--- src/rtl/gcm_ae_hw_1x8_hls_deadlock_report_ctrl.sv ---
// Deadlock report controller: declares a deadlock after THRESH consecutive block cycles and holds a snapshot report.
// Latency: report_valid rises on the edge after the THRESH-th consecutive high block cycle.
// Backpressure: the report is held stable in REPORT until report_ready; optional stamp via GCM_DEADLOCK_TIMESTAMP_EN.
module gcm_ae_hw_1x8_hls_deadlock_report_ctrl #(
    parameter int unsigned THRESH = 16
) (
    input  logic        clock,
    input  logic        reset,
    input  logic        block,
    input  logic [6:0]  axis_block_sigs,
    input  logic [6:0]  inst_idle_sigs,
    input  logic        clear,
    input  logic        report_ready,
    output logic        report_valid,
    output logic [6:0]  report_chan,
    output logic [6:0]  report_idle,
    output logic        deadlock,
    output logic [7:0]  episodes,
    output logic [31:0] report_time
);

    typedef enum logic [1:0] {
        S_IDLE    = 2'd0,
        S_WATCH   = 2'd1,
        S_REPORT  = 2'd2,
        S_LATCHED = 2'd3
    } state_t;

    // Last counter value seen in WATCH before the declaring cycle (THRESH is 2..255).
    localparam logic [7:0] LP_LAST = 8'(THRESH - 1);

    state_t      r_state;
    logic [7:0]  r_cnt;
    logic        r_report_valid;
    logic [6:0]  r_report_chan;
    logic [6:0]  r_report_idle;
    logic        r_deadlock;
    logic [7:0]  r_episodes;
    logic        w_declare;
    logic        w_handshake;

    // Declaration happens on the THRESH-th consecutive high cycle; delivery on valid&ready in REPORT.
    assign w_declare   = (r_state == S_WATCH) && block && (r_cnt == LP_LAST);
    assign w_handshake = (r_state == S_REPORT) && r_report_valid && report_ready;

    // Main FSM with all outputs registered alongside the state.
    always_ff @(posedge clock or negedge reset) begin
        if (!reset) begin
            r_state        <= S_IDLE;
            r_cnt          <= 8'd0;
            r_report_valid <= 1'b0;
            r_report_chan  <= 7'd0;
            r_report_idle  <= 7'd0;
            r_deadlock     <= 1'b0;
            r_episodes     <= 8'd0;
        end else begin
            case (r_state)
                S_IDLE: begin
                    if (block) begin
                        r_state <= S_WATCH;
                        r_cnt   <= 8'd1;
                    end else begin
                        r_cnt   <= 8'd0;
                    end
                end
                S_WATCH: begin
                    if (!block) begin
                        // A short stall is not a deadlock: drop back and restart the run.
                        r_state <= S_IDLE;
                        r_cnt   <= 8'd0;
                    end else if (w_declare) begin
                        r_state        <= S_REPORT;
                        r_report_valid <= 1'b1;
                        r_report_chan  <= axis_block_sigs;
                        r_report_idle  <= inst_idle_sigs;
                        r_deadlock     <= 1'b1;
                    end else begin
                        r_cnt <= r_cnt + 8'd1;
                    end
                end
                S_REPORT: begin
                    // block and clear are deliberately ignored so the report is never withdrawn.
                    if (w_handshake) begin
                        r_state        <= S_LATCHED;
                        r_report_valid <= 1'b0;
                        if (r_episodes != 8'hFF) begin
                            r_episodes <= r_episodes + 8'd1;
                        end
                    end
                end
                S_LATCHED: begin
                    // Re-arm only on explicit request; episode count and snapshots survive.
                    if (clear) begin
                        r_state    <= S_IDLE;
                        r_deadlock <= 1'b0;
                        r_cnt      <= 8'd0;
                    end
                end
                default: begin
                    r_state <= S_IDLE;
                    r_cnt   <= 8'd0;
                end
            endcase
        end
    end

`ifdef GCM_DEADLOCK_TIMESTAMP_EN
    logic [31:0] r_cycle;
    logic [31:0] r_report_time;

    // Free-running cycle counter, wraps naturally at 2^32.
    always_ff @(posedge clock or negedge reset) begin
        if (!reset) begin
            r_cycle <= 32'd0;
        end else begin
            r_cycle <= r_cycle + 32'd1;
        end
    end

    // Stamp the declaring cycle and hold it like the other snapshots.
    always_ff @(posedge clock or negedge reset) begin
        if (!reset) begin
            r_report_time <= 32'd0;
        end else if (w_declare) begin
            r_report_time <= r_cycle;
        end
    end

    assign report_time = r_report_time;
`else
    assign report_time = 32'd0;
`endif

    assign report_valid = r_report_valid;
    assign report_chan  = r_report_chan;
    assign report_idle  = r_report_idle;
    assign deadlock     = r_deadlock;
    assign episodes     = r_episodes;

endmodule

--- config.mk ---
export PLATFORM = sky130hd
export DESIGN_NAME = gcm_ae_hw_1x8_hls_deadlock_report_ctrl
export DESIGN_NICKNAME = d
export VERILOG_FILES = /design/src/rtl/gcm_ae_hw_1x8_hls_deadlock_report_ctrl.sv
export SDC_FILE = /design/constraint.sdc
export NUM_CORES = 1
export LEC_CHECK = 0
export CAP_MARGIN = 20
export CORE_MARGIN = 5
export CORE_UTILIZATION = 35
export CTS_BUF_LIST = sky130_fd_sc_hd__clkbuf_4 sky130_fd_sc_hd__clkbuf_8
export DETAILED_ROUTE_END_ITERATION = 6
export GPL_TIMING_DRIVEN = 1
export PLACE_DENSITY_LB_ADDON = 0.12
export SLEW_MARGIN = 0
export SYNTH_ARGS = -nofsm -noshare
export SYNTH_HDL_FRONTEND = slang
export SYNTH_SLANG_ARGS = --single-unit
--- constraint.sdc ---
create_clock -name clock -period 1.95 [get_ports clock]
set_input_delay 0.195 -clock clock [delete_from_list [all_inputs] [get_ports clock]]
set_output_delay 0.195 -clock clock [all_outputs]
set_load 0.01 [all_outputs]
==> results.py <==
metrics = {
    "grt": {
        "grt_max_degree": 35,
        "use_met3_pct": 4.65,
        "first_global_vias": 1359,
        "use_met2_pct": 20.2,
        "grt_usage_pct": 11.2,
        "antenna_found_initial": 0,
        "grt.overflow.total": 0,
        "busiest_layer": "met2",
        "grt_pass1_wl_microns": 6470,
        "met1_usage_pct": 12.2,
    },
    "cells_and_area": {
        "drive_gt1_share_pct": 15.9,
        "areaGrowthSynthToFinish_pct": 27.3,
        "final_nets": 235,
        "antenna_cells": 0,
    },
    "place": {
        "port_buffers": 42,
        "gp_congestion": 0.765,
        "dp_hpwl_microns": 2960,
        "dpl_worst_slack_ns": 0.199,
    },
    "yosys": {
        "synth_top_family_by_area": "buffers and inverters",
        "synth_area_leaders": "dfrtp_1, buf_4, mux2_2",
        "yosysTopAreaCell": "dfrtp_1",
        "synth_cell_type_count": 44,
        "synth_warnings": 0,
        "yosys.area_share.simple_pct": 11.4,
        "synth_seq_cells": 34,
        "syn_area_sq_um": 1880,
        "yosysTopAreaCellShare_pct": 45.3,
        "muxShareOfSynthArea_pct": 12.1,
        "syn_inst": 164,
        "synth_compound_area_share_pct": 11.0,
        "ys_seq_area_share_pct": 45.3,
        "synth_xor_area_share_pct": 1.87,
        "synth_fa_ha_area_share_pct": 1.33,
        "syn_avg_cell_area_sq_um": 11.5,
    },
    "timing": {
        "max_freq_ghz": 0.608,
        "fin_crit_sh_pct": 84.4,
        "fin_setup_tns_ns": 0,
        "fin_worst_skew_ns": 0.00514,
        "worst_slack_ns": 0.305,
        "rsz0062_at_grt": "false",
        "maxSlewViolCount": 0,
        "finalHoldViolCount": 0,
        "period_minus_slack_ns": 1.64,
        "finalSetupViolations": 0,
    },
    "route": {
        "ant_nets": 0,
        "routedWlPerCell_microns": 13.4,
        "drt_wl_total_microns": 3810,
        "vias": 1313,
        "routed_via_density": 4.62,
        "firstDrtPassIters": 4,
        "drc_errors": 0,
        "drtIter0Drc": 35,
    },
    "cts": {
        "tritoncts": "built",
        "cts_max_level": 2,
        "clk_pin_slew_ns": 0.07,
        "cts-buffers-inserted": 5,
        "cts_resized": 0,
        "cts_hold_buf": 0,
        "clockBufferDepth": 2,
        "clock_latency_ns": 0.28,
        "post_cts_buffers": 0,
        "cts_sinks": 34,
        "root_buffer": "clkbuf_8",
    },
    "worst_setup_path": {
        "required_ns": 2.12,
        "critPathLaunchType": "flop",
        "worst-setup-path-type": "reg -> reg",
        "rr_endpoint": "episodes[1]",
        "path_max_fanout": 6,
        "regToRegSetupSlack_ns": 0.31,
        "cp-end-kind": "flop",
        "arrival_ns": 1.81,
        "ff2ff_path_depth": 4,
        "r2r-start": "episodes[0]",
    },
    "outcome": {
        "outcome": "finished, final reports clean",
    },
    "power": {
        "powerDensity_nw_per_um2": 617,
        "p_sw_w": 0.000312,
        "pwr-share-seq_pct": 48.5,
        "leakagePower_nw": 1.13,
        "comb_power_share_pct": 7.3,
        "internal_power_w": 0.00116,
        "p_sw_share_pct": 21.1,
        "p_clk_share_pct": 44.2,
        "ir_drop_mv": 0.305,
    },
    "floorplan": {
        "core.rowCount": 26,
        "die-area_sq_um": 6930,
        "core_sq_um": 5170,
        "die_height_microns": 83.3,
        "io_pins": 75,
        "initial_utilization_pct": 36.3,
        "die_w_microns": 83.3,
    },
    "run": {
        "maxCapViolCount": 0,
    },
    "worst_hold_path": {
        "min_path_type": "in -> async",
    },
}
-- kinds of logic (layout without fill, tap and decap cells) --
family                     count (synthesis)  count (layout)
buffers and inverters                     43              62
DFF                                       34              34
and+or+nand+nor                           34              34
AOI/OAI and AO/OA                         28              28
muxes                                     18              18
xor gates and xnor gates                   4               4
adders and majority gates                  2               2
other                                      1              32
-- power groups by stage --
stage / clock (W) / sequential, W / combinational [W]
floorplan: 0 / 0.000727 / 0.0000957
global placement: 0 / 0.000728 / 0.000106
detailed placement: 0 / 0.000729 / 0.000107
CTS: 0.000678 / 0.000715 / 0.000108
global route: 0.000710 / 0.000715 / 0.000121
finish: 0.000652 / 0.000715 / 0.000108
-- worst max-delay path by stage --
stage                     start        endpoint  slack [ns]  cells past startpoint
floorplan              r_cnt[0]  report_chan[1]        0.14                      7
global placement          block  report_chan[0]        0.22                      5
detailed placement        block  report_chan[6]        0.20                      5
CTS                 episodes[0]     episodes[1]        0.29                      4
global route        episodes[0]     episodes[1]        0.15                      4
finish              episodes[0]     episodes[1]        0.31                      4
-- cell usage in the layout, fill, tap and decap left out, types with 2 or more instances in the layout --
cell             instances
clkdlybuf4s50_1         42
dfrtp_1                 34
conb_1                  32
mux2_2                  10
mux2_4                   7
buf_4                    7
nand2_1                  6
clkbuf_8                 6
inv_1                    5
and3_1                   4
nand4_1                  4
o21ai_0                  4
xnor2_1                  4
nand3b_1                 3
a31oi_1                  3
nor3_1                   3
nand3_1                  3
a21oi_1                  3
nor2_1                   3
a211oi_1                 3
o21a_1                   2
o211ai_1                 2
a41oi_1                  2
ha_1                     2
-- worst max-delay path, cell delays in order (launching register included) --
cell and delay, ns:
dfrtp_1 0.40, ha_1 0.22, nand3_1 0.19, o21ai_0 0.35
mux2_2 0.37
-- per-layer routing --
layer / wire [microns] / vias to the layer above
met5: 0 / -
met4: 39 / 0
met3: 323 / 5
met2: 1900 / 51
met1: 1540 / 635
li1: - / 622
-- synthesized netlist by cell type, drive strengths merged --
| cell type | count |
|---|---|
| a21bo | 1 |
| xnor2 | 4 |
| a32o | 1 |
| or2 | 1 |
| and3b | 1 |
| a21boi | 1 |
| inv | 5 |
| nand4bb | 1 |
| buf | 37 |
| a211oi | 3 |
| a21o | 1 |
| a31oi | 3 |
| a41o | 1 |
| nand2 | 6 |
| nor3 | 3 |
| o2bb2ai | 1 |
| and3 | 4 |
| mux2 | 17 |
| o211ai | 2 |
| o21ai | 4 |
| clkbuf | 1 |
| nand4 | 4 |
| or4 | 1 |
| o21a | 2 |
| nor2 | 3 |
| nand2b | 1 |
| dfrtp | 34 |
| and2 | 1 |
| a211o | 1 |
| nor4 | 1 |
| conb | 1 |
| nand3 | 3 |
| a21oi | 3 |
| o2111a | 1 |
| a2bb2oi | 1 |
| nand3b | 3 |
| and4b | 1 |
| a41oi | 2 |
| mux2i | 1 |
| ha | 2 |
-- layout make-up --
type | instances | area, sq um
Fill cell | 488 | 2780
Sequential cell | 34 | 851
Multi-Input combinational cell | 118 | 828
Timing Repair Buffer | 50 | 493
Tap cell | 70 | 87.6
Clock buffer | 6 | 82.6
Clock inverter | 1 | 30.0
Inverter | 5 | 18.8
-- state kept, by name (all words and copies together) (netlist names), named ones only --
name          count
deadlock          1
episodes          8
r_cnt             8
r_state           1
report_chan       7
report_idle       7
report_valid      1
-- through the flow --
stage                     hold WS [ns]  cell area (sq um)  total power, W  std cells  utilization, %
after floorplan                 -0.101               1990        0.000823        195               -
after global placement           0.494               2280        0.000834        277            44.0
after detailed placement         0.498               2280        0.000836        277            44.0
after CTS                        0.355               2390         0.00150        284            46.2
after global routing             0.372               2390         0.00155        284            46.2
final                            0.331               2390         0.00148        284            46.2
Power figures use the tool's default switching activity.
